[src/rtl/femto_cache_pkg.sv]
// femto_cache_pkg: shared definitions for the flash instruction cache.
//   state_t : cache controller FSM states.
//   idx_w   : index width for a given number of lines.
//   tag_w   : tag width for a given word-address width and line count.
package femto_cache_pkg;

    typedef enum logic [1:0] {
        S_IDLE,
        S_LOOKUP,
        S_REQ,
        S_WAIT
    } state_t;

    function automatic int unsigned idx_w(input int unsigned lines);
        return $clog2(lines);
    endfunction

    function automatic int unsigned tag_w(input int unsigned addr_w, input int unsigned lines);
        return addr_w - $clog2(lines);
    endfunction

endpackage

[src/rtl/flash_icache_store.sv]
// flash_icache_store: valid/tag/data arrays of the direct-mapped cache.
//   clk, rst          : clock, synchronous active-high reset (clears everything)
//   i_clear           : clears all valid bits at the next edge
//   i_we, i_widx      : write enable / line index of the write port
//   i_wtag, i_wdata   : tag and data written
//   i_wvalid          : set the valid bit of the written line
//   i_ridx            : asynchronous read index
//   o_rvalid, o_rtag, o_rdata : contents of line i_ridx
module flash_icache_store
    import femto_cache_pkg::*;
#(
    parameter int unsigned LINES = 16,
    parameter int unsigned IDX_W = 4,
    parameter int unsigned TAG_W = 16
) (
    input  logic             clk,
    input  logic             rst,
    input  logic             i_clear,
    input  logic             i_we,
    input  logic             i_wvalid,
    input  logic [IDX_W-1:0] i_widx,
    input  logic [TAG_W-1:0] i_wtag,
    input  logic [31:0]      i_wdata,
    input  logic [IDX_W-1:0] i_ridx,
    output logic             o_rvalid,
    output logic [TAG_W-1:0] o_rtag,
    output logic [31:0]      o_rdata
);

    logic [LINES-1:0] r_valid;
    logic [TAG_W-1:0] r_tag  [LINES];
    logic [31:0]      r_data [LINES];

    always_ff @(posedge clk) begin
        if (rst) begin
            r_valid <= '0;
            for (int unsigned i = 0; i < LINES; i++) begin
                r_tag[i]  <= '0;
                r_data[i] <= '0;
            end
        end else begin
            if (i_clear)
                r_valid <= '0;
            if (i_we) begin
                r_tag[i_widx]  <= i_wtag;
                r_data[i_widx] <= i_wdata;
                if (i_wvalid)
                    r_valid[i_widx] <= 1'b1;
            end
        end
    end

    assign o_rvalid = r_valid[i_ridx];
    assign o_rtag   = r_tag[i_ridx];
    assign o_rdata  = r_data[i_ridx];

endmodule

[src/rtl/flash_icache.sv]
// flash_icache: direct-mapped one-word-line read cache in front of MappedSPIFlash.
//   clk, rst                    : clock, synchronous active-high reset
//   rstrb, word_address         : CPU read request (address valid in strobe cycle)
//   rdata, rbusy                : CPU read data and stall
//   invalidate                  : clears all valid bits
//   flash_rstrb, flash_word_address : read request to the flash controller
//   flash_rdata, flash_rbusy    : flash controller response
module flash_icache
    import femto_cache_pkg::*;
#(
    parameter int unsigned LINES  = 16,
    parameter int unsigned ADDR_W = 20
) (
    input  logic              clk,
    input  logic              rst,
    input  logic              rstrb,
    input  logic [ADDR_W-1:0] word_address,
    output logic [31:0]       rdata,
    output logic              rbusy,
    input  logic              invalidate,
    output logic              flash_rstrb,
    output logic [ADDR_W-1:0] flash_word_address,
    input  logic [31:0]       flash_rdata,
    input  logic              flash_rbusy
);

    localparam int unsigned IDX_W = idx_w(LINES);
    localparam int unsigned TAG_W = tag_w(ADDR_W, LINES);

    state_t              r_state;
    state_t              w_next;
    logic [ADDR_W-1:0]   r_addr;
    logic [ADDR_W-1:0]   r_faddr;
    logic                r_inv_pend;

    logic [IDX_W-1:0]    w_idx;
    logic [TAG_W-1:0]    w_tag;
    logic                w_line_valid;
    logic [TAG_W-1:0]    w_line_tag;
    logic [31:0]         w_line_data;
    logic                w_hit;
    logic                w_capture;

    assign w_idx     = r_addr[IDX_W-1:0];
    assign w_tag     = r_addr[ADDR_W-1:IDX_W];
    assign w_hit     = w_line_valid && (w_line_tag == w_tag);
    assign w_capture = (r_state == S_WAIT) && !flash_rbusy;

    always_comb begin
        w_next = r_state;
        case (r_state)
            S_IDLE:   if (rstrb) w_next = S_LOOKUP;
            S_LOOKUP: w_next = w_hit ? S_IDLE : S_REQ;
            S_REQ:    w_next = S_WAIT;
            S_WAIT:   if (!flash_rbusy) w_next = S_IDLE;
            default:  w_next = S_IDLE;
        endcase
    end

    always_ff @(posedge clk) begin
        if (rst) begin
            r_state    <= S_IDLE;
            r_addr     <= '0;
            r_faddr    <= '0;
            r_inv_pend <= 1'b0;
        end else begin
            r_state <= w_next;
            if (r_state == S_IDLE && rstrb)
                r_addr <= word_address;
            if (r_state == S_LOOKUP && !w_hit)
                r_faddr <= r_addr;
            // An invalidate seen while a request is in progress must keep the
            // eventual fill from marking its line valid.
            if (w_next == S_IDLE)
                r_inv_pend <= 1'b0;
            else if (invalidate && r_state != S_IDLE)
                r_inv_pend <= 1'b1;
        end
    end

    flash_icache_store #(
        .LINES (LINES),
        .IDX_W (IDX_W),
        .TAG_W (TAG_W)
    ) u_store (
        .clk      (clk),
        .rst      (rst),
        .i_clear  (invalidate),
        .i_we     (w_capture),
        .i_wvalid (!(invalidate || r_inv_pend)),
        .i_widx   (w_idx),
        .i_wtag   (w_tag),
        .i_wdata  (flash_rdata),
        .i_ridx   (w_idx),
        .o_rvalid (w_line_valid),
        .o_rtag   (w_line_tag),
        .o_rdata  (w_line_data)
    );

    assign rdata              = w_line_data;
    assign rbusy              = (r_state == S_LOOKUP && !w_hit) || (r_state == S_REQ) || (r_state == S_WAIT);
    assign flash_rstrb        = (r_state == S_REQ);
    assign flash_word_address = r_faddr;

endmodule

[config.mk]
export PLATFORM = sky130hd
export DESIGN_NAME = flash_icache
export DESIGN_NICKNAME = d
export VERILOG_FILES = /design/src/rtl/femto_cache_pkg.sv /design/src/rtl/flash_icache_store.sv /design/src/rtl/flash_icache.sv
export SDC_FILE = /design/constraint.sdc
export NUM_CORES = 1
export LEC_CHECK = 0
export ABC_AREA = 1
export CORE_MARGIN = 10
export CORE_UTILIZATION = 52
export DETAILED_ROUTE_END_ITERATION = 10
export GPL_TIMING_DRIVEN = 0
export PLACE_DENSITY_LB_ADDON = 0.15
export SLEW_MARGIN = 20
export SYNTH_ARGS = -nofsm -noshare
export SYNTH_HDL_FRONTEND = slang
export SYNTH_HIERARCHICAL = 1
export SYNTH_SLANG_ARGS = --single-unit
[constraint.sdc]
create_clock -name clk -period 5 [get_ports clk]
set_input_delay 0.5 -clock clk [delete_from_list [all_inputs] [get_ports clk]]
set_output_delay 0.5 -clock clk [all_outputs]
set_load 0.02 [all_outputs]
==> qor.yml, run 1 <==
outcome:
  run_status: "completed"
critical_path:
  cp_data_arrival_time_ns: 4.35
  reg2reg_slack_ns: 1.55
  worst_r2r_endpoint: "u_store/r_tag[14][13]"
  critical_path.max_fanout: 10
  regToRegStartpoint: "r_state[1]"
  timing_worst_setup_path_type: "reg2out"
  cp-start-kind: "flop"
  critPathMostFrequentCell: "nand2_1"
  crit_chain: "buf_1 -> clkbuf_2 -> buf_2 -> nand3_1 -> nand2_1 -> inv_1 -> nand2_1 -> nand2_1 -> nor2_1 -> nand2_1 -> nor2_1 -> nand3_2 -> nand2_4 -> buf_6 -> nand2_1 -> clkdlybuf4s50_1"
  critical_path_required_ns: 4.50
  worst_setup_path_end_kind: "primary output"
  critical_path_depth: 16
  r2r.worst_path.cells: 9
  worst-path-buf-inv: 6
  critPathTopFamily: "buffers and inverters"
  critPathSlowestCell: "dfxtp_1"
  cpPeakStageDelay_ns: 0.56
power_and_ir_drop:
  ir_worst_vdd_mv: 0.371
  power.net_switching_mw: 5.17
  power_report.internal_total_mw: 12.4
  p_leak_nw: 19.7
  cellPowerDensity_nw_per_um2: 387
  share_comb_of_total_power_pct: 18.7
  switching_share_pct: 29.4
  part_of_the_power_in_the_clock_network_pct: 36.3
  share_seq_of_total_power_pct: 45.0
clock_network:
  insertion_delay_ns: 0.64
  cts_tree: "done"
  cts-buffers-inserted: 89
  post_cts.repair.setup_buffers: 0
  cts_root_buf: "clkbuf_16"
  cts.reportedPaths.clkPinSlew_ns: 0.06
  cts-htree-levels: 3
  maximum_number_of_buffers_from_clock_root_to_sink: 3
  cts_hold_buffers: 0
  cts_sinks: 827
global_route:
  grt-ovfl-total: 0
  global_route.usage.total_pct: 30.0
  antenna_violations_before_repair: 1
  grt_pass1_wl_um: 193000
  grt_max_degree: 38
  number_of_global_route_vias_before_repair: 30165
layout:
  fillers: 6530
  finish.net_count: 4754
  multiInputGateArea_um2: 11500
  layout-area-overhead-vs-synth_pct: 14.4
  final_cell_mix: "nand2_1, edfxtp_1, nor2_1"
  final_common_cell: "nand2_1"
  post_route_cells_drive_above_1_share_pct: 10.0
  final-seq-area_um2: 24200
sta:
  max_slew.worst_pin.slew_ns: 1.21
  clock_skew_ns: 0.0137
  grt_setup_unrepaired: "false"
  hold_violations: 0
  slew_headroom_pct: 19.4
  setup-violations-final: 0
  layout_worst_path_cycle_share_pct: 97.0
  period_needed_ns: 4.85
  final_number_of_max_transition_violations: 0
  final.hold.worst_slack_ns: 0.470
  timing.final.ws_setup_ns: 0.150
  fmax_mhz: 206
  fin_setup_tns_ns: 0
place:
  globalplace.congestion: 0.918
  dp_worst_setup_slack_ns: 0.570
  buffer_ports.inserted: 110
  place_hpwl_um: 88600
die:
  core.rowCount: 101
  area_of_the_die_um2: 88000
  core_area_um2: 75900
  start_util_pct: 52.4
  die_height_um: 297
  fp.dieW_um: 297
  ioPinCount: 111
synth:
  ys_seq_area_share_pct: 60.9
  synthCells: 4480
  syn-mean-instance-area_um2: 8.88
  ff_latch_count_synth: 827
  post_synth_instance_area_um2: 39800
  synth-warning-count: 6
  syn_nets: 4537
  netlist-cell-type-count: 26
hold_path:
  min_path_cells: 2
  worstHoldPathType: "reg2reg"
  hold_ep: "u_store/r_valid[4]"
  worstHoldStart: "u_store/r_valid[4]"
drt:
  drt_first_iter_violations: 4064
  detail_route.wl_per_cell_um: 22.8
  detail_route.first_pass.iterations: 6
  routed_wirelength_um: 133000
  detailroute.via_count: 31931
  postRouteAntennaNets: 0
  detail_route.drc_violations: 0
  routed_via_density: 5.51
job:
  max_cap_violations: 0
synthesized netlist by cell type (all sizes together):
| cell | count | area share, % |
|---|---|---|
| o21ai | 42 | 0.53 |
| buf | 206 | 3.1 |
| nor3 | 1 | 0.013 |
| edfxtp | 768 | 58 |
| clkinv | 1 | 0.0094 |
| xnor2 | 4 | 0.088 |
| nand2 | 1140 | 11 |
| nor2 | 861 | 9.2 |
| inv | 676 | 6.4 |
| clkbuf | 101 | 0.95 |
| nand4 | 1 | 0.016 |
| a21oi | 29 | 0.36 |
| dfxtp | 59 | 3.0 |
| nand3 | 591 | 7.4 |
cell families (layout without fill, tap and decap cells):
| family | Yosys count | count (layout) | share of synthesized area, % |
|---|---|---|---|
| flops | 827 | 827 | 60.9 |
| buf+inv | 984 | 1270 | 10.5 |
| other cells | 0 | 4 | 0 |
| compound gates | 71 | 71 | 0.893 |
| simple gates | 2594 | 2594 | 27.6 |
| xor+xnor | 4 | 4 | 0.0880 |
worst register-to-register path: cells and delay by family, from the launching register on:
kind / cells / cell delay, ns
and+or+nand+nor: 4 / 1.51
buffers and inverters: 5 / 1.24
DFF: 1 / 0.36
through the flow:
stage / instance area [um^2] / total power [mW] / util [%] / instances
final: 45500 / 17.6 / 59.9 / 5800
after global routing: 45500 / 18.1 / 59.9 / 5796
after CTS: 45500 / 17.6 / 59.9 / 5796
after detailed placement: 42700 / 11.3 / 56.2 / 5636
after global placement: 42200 / 11.2 / 55.6 / 5620
after floorplan: 39800 / 9.86 / - / 4480
power groups by stage:
stage	clock network, mW	registers (mW)	logic (mW)
floorplan	0	8.07	1.79
global placement	0	8.08	3.13
detailed placement	0	8.06	3.20
CTS	6.44	7.91	3.22
global route	6.71	7.94	3.50
finish	6.39	7.91	3.29
layer usage:
metal	track usage, %	up-vias	routed length (um)
li1	-	14480	-
met1	40.5	15108	51400
met2	46.9	1984	59800
met3	6.21	357	15600
met4	12.3	2	5730
met5	0	-	11
repair_timing:
| item | in CTS | in global routing |
|---|---|---|
| hold endpoints to repair | 0 | 0 |
| setup endpoints to repair | 1 | 1 |
| gates cloned | 0 | 0 |
| gates resized for setup | 4 | 34 |
final cells by class:
class / count / share of cell area [%]
diodes: 4 / 0.0220
plain buffers: 307 / 3.67
clock buffers: 117 / 5.46
clock inverters: 43 / 0.676
inverters: 677 / 5.58
multi-input cells: 2669 / 25.3
flip-flops and latches: 827 / 53.3
well taps: 1030 / 2.83
repair buffers: 126 / 3.19
how the worst max path moves through the flow:
stage,startpoint,slack [ns],to
after floorplan,flash_rbusy,2.02,u_store/r_data[0][0]
after global placement,flash_rbusy,-0.55,u_store/r_data[1][8]
after detailed placement,r_addr[1],0.57,rbusy
after CTS,r_addr[1],0.004,rbusy
after global routing,r_addr[3],0.00005,rbusy
final,r_addr[3],0.15,rbusy
flip-flops by register name, summed over array words and instances (netlist names):
register,flops
r_state,2
r_inv_pend,1
u_store/r_data,512
u_store/r_tag,256
flash_word_address,20
u_store/r_valid,16
r_addr,20
No activity file was read; power rests on OpenSTA's default activity.
==> run 2, diff against run 1 <==
--- a/config.mk
+++ b/config.mk
@@ -7,7 +7,7 @@
 export LEC_CHECK = 0
 export ABC_AREA = 1
 export CORE_MARGIN = 10
-export CORE_UTILIZATION = 52
+export CORE_UTILIZATION = 50
 export DETAILED_ROUTE_END_ITERATION = 10
 export GPL_TIMING_DRIVEN = 0
 export PLACE_DENSITY_LB_ADDON = 0.15
==> run 2 against run 1 <==
Compared with the run above:
- global-route usage decreased by 1.2 points
- highest routed layer is now met4
- total power increased by 0.46%
- first-iteration DRC count increased by 5.4%
- cell count increased by 0.36%
- register-to-register slack improved by 0.03 ns
- setup slack got worse by 0.017 ns
- non-clock buffer count unchanged
- wire length increased by 0.57%
- clock skew increased by 0.0083 ns
- combinational power about the same
- die area increased by 3.7%
==> qor.yml, run 2 (same netlist as run 1, synthesis figures left out) <==
die:
  area_of_the_die_um2: 91300  # +3.7%
  die_height_um: 302  # +1.8%
  fp.dieW_um: 302  # +1.8%
  start_util_pct: 50.4  # -2.0 points
  ioPinCount: 111  # unchanged
  core.rowCount: 103  # +2.0%
  core_area_um2: 79000  # +4.0%
sta:
  period_needed_ns: 4.87  # +0.0170 ns
  setup-violations-final: 0  # unchanged
  final_number_of_max_transition_violations: 0  # unchanged
  slew_headroom_pct: 22.9  # +3.5 points
  final.hold.worst_slack_ns: 0.470  # -0.000689 ns
  grt_setup_unrepaired: "false"
  layout_worst_path_cycle_share_pct: 97.3  # +0.34 points
  fmax_mhz: 205  # -0.35%
  clock_skew_ns: 0.0220  # +0.00834 ns
  max_slew.worst_pin.slew_ns: 1.16  # -0.0525 ns
  hold_violations: 0  # unchanged
  timing.final.ws_setup_ns: 0.133  # -0.0170 ns
critical_path:
  critPathTopFamily: "buffers and inverters"
  critical_path.max_fanout: 10  # unchanged
  cp-start-kind: "flop"
  cpPeakStageDelay_ns: 0.58  # +0.02 ns
  critical_path_required_ns: 4.50  # about the same
  critPathSlowestCell: "dfxtp_1"
  cp_data_arrival_time_ns: 4.37  # +0.02 ns
  worst_setup_path_end_kind: "primary output"
  critPathMostFrequentCell: "nor2_1"
  crit_chain: "clkbuf_1 -> inv_1 -> buf_2 -> clkbuf_2 -> nand3_1 -> nand2_1 -> nor2_1 -> nor2_1 -> nor2_1 -> nand2_1 -> nor2_1 -> nand3_2 -> nand2_4 -> buf_6 -> nand2_1 -> clkdlybuf4s50_1"
  timing_worst_setup_path_type: "reg2out"
  worst-path-buf-inv: 6  # unchanged
clock_network:
  cts_sinks: 827  # unchanged
  cts-buffers-inserted: 88  # -1.1%
  cts_root_buf: "clkbuf_16"
  maximum_number_of_buffers_from_clock_root_to_sink: 3  # unchanged
  post_cts.repair.setup_buffers: 0  # unchanged
  cts_hold_buffers: 0  # unchanged
  cts.reportedPaths.clkPinSlew_ns: 0.06  # about the same
  insertion_delay_ns: 0.65  # about the same
  cts-htree-levels: 3  # unchanged
  cts_tree: "done"
outcome:
  run_status: "completed"
place:
  buffer_ports.inserted: 110  # unchanged
  dpl_cell_area_um2: 42700  # about the same
  place_hpwl_um: 89100  # +0.50%
  globalplace.congestion: 0.906  # -1.3%
  dp_worst_setup_slack_ns: 0.509  # -0.0611 ns
drt:
  detail_route.first_pass.iterations: 6  # unchanged
  detailroute.via_count: 31788  # -0.45%
  routed_wirelength_um: 133000  # +0.57%
  drt_first_iter_violations: 4283  # +5.4%
  detail_route.wl_per_cell_um: 22.9  # +0.21%
  postRouteAntennaNets: 0  # unchanged
  detail_route.drc_violations: 0  # unchanged
  routed_via_density: 5.46  # -0.81%
power_and_ir_drop:
  cellPowerDensity_nw_per_um2: 388  # +0.35%
  p_leak_nw: 19.8  # about the same
  ir_worst_vdd_mv: 0.295  # -20%
  post-layout-total-power_mw: 17.7  # +0.46%
global_route:
  antenna_violations_before_repair: 0  # -1
  grt_max_degree: 34  # -11%
  grt-ovfl-total: 0  # unchanged
  number_of_global_route_vias_before_repair: 29963  # -0.67%
  global_route.usage.total_pct: 28.8  # -1.2 points
  grt_pass1_wl_um: 193000  # +0.25%
layout:
  post_route_cells_drive_above_1_share_pct: 9.94  # -0.073 points
  multiInputGateArea_um2: 11500  # unchanged
  finalInstanceArea_um2: 45600  # +0.11%
  fillers: 7035  # +7.7%
  final-seq-area_um2: 24200  # unchanged
  reg.largest.list: "u_store/r_data (512), u_store/r_tag (256)"
  final_core_utilization_pct: 57.7  # -2.2 points
  antennaDiodeCount: 0  # -4
  finish.net_count: 4753  # -0.021%
  max_flop_register: "u_store/r_data"
  final_cell_mix: "nand2_1, edfxtp_1, nor2_1"
  layout-area-overhead-vs-synth_pct: 14.5
  largest_reg_flops: 512  # unchanged
  final_common_cell: "nand2_1"
job:
  max_cap_violations: 0  # unchanged
hold_path:
  worstHoldPathType: "reg2reg"
==> run 2: cell count changes in the layout (fill, tap and decap cells not counted), moves of 2 or more <==
cell,previous run,this run
clkbuf_16,93,95
diode_2,4,0
clkinv_1,17,19
clkinv_2,18,21
clkbuf_8,7,3
clkbuf_4,11,13
clkbuf_1,109,115
clkbuf_2,13,9
==> run 2: per-layer routing <==
layer  wire length (um)  vias up  share of wire [%]  track usage, %
met3              15300      320                 11            4.80
met5                  0        -                  0               0
met4               6150        0                4.6            12.9
met1              51600    15117                 39            38.9
li1                   -    14466                  -               -
met2              60200     1885                 45            45.3
==> run 2: final timing paths <==
path	depth (start not counted)	to	start	slack, ns
setup reg to reg	17	flash_word_address[6]	r_addr[3]	1.58
hold / removal	2	u_store/r_valid[8]	u_store/r_valid[8]	0.47
hold reg to reg	2	u_store/r_valid[8]	u_store/r_valid[8]	0.47
setup / recovery	16	rbusy	r_addr[3]	0.13
==> run 2: where the power goes <==
part	total, mW	leakage, nW	switching, mW	internal (mW)
Combinational	3.30	9.95	2.36	0.935
Clock	6.47	1.40	2.76	3.71
Sequential	7.91	8.41	0.108	7.80
==> run 2: metrics by stage <==
| step | instances | TNS, ns |
|---|---|---|
| after floorplan | 4480 | 0 |
| after global placement | 5640 | -158.82 |
| after detailed placement | 5656 | 0 |
| after CTS | 5821 | 0 |
| after global routing | 5821 | 0 |
| final | 5821 | 0 |
==> run 2: worst register-to-register path, stage by stage (launching register included) <==
cell	delay, ns
dfxtp_1	0.58
clkbuf_1	0.41
inv_1	0.24
buf_2	0.30
clkbuf_2	0.33
nand3_1	0.18
nand2_1	0.11
nor2_1	0.11
nor2_1	0.05
nor2_1	0.16
nand2_1	0.07
nor2_1	0.18
nand3_2	0.11
nand2_4	0.13
inv_2	0.06
buf_6	0.14
nor2_1	0.10
nor2_1	0.05
==> run 2: final cells by class <==
cell class | count | share of cell area, %
inverters | 677 | 5.58
well taps | 1050 | 2.88
multi-input cells | 2669 | 25.3
repair buffers | 126 | 3.17
plain buffers | 307 | 3.69
flip-flops and latches | 827 | 53.2
clock inverters | 47 | 0.733
clock buffers | 118 | 5.47
==> run 2: what timing repair did <==
item / 4_1_cts / 5_1_grt
pin swaps: 0 / 0
endpoints found under the setup margin: 1 / 1
resized for setup: 6 / 28
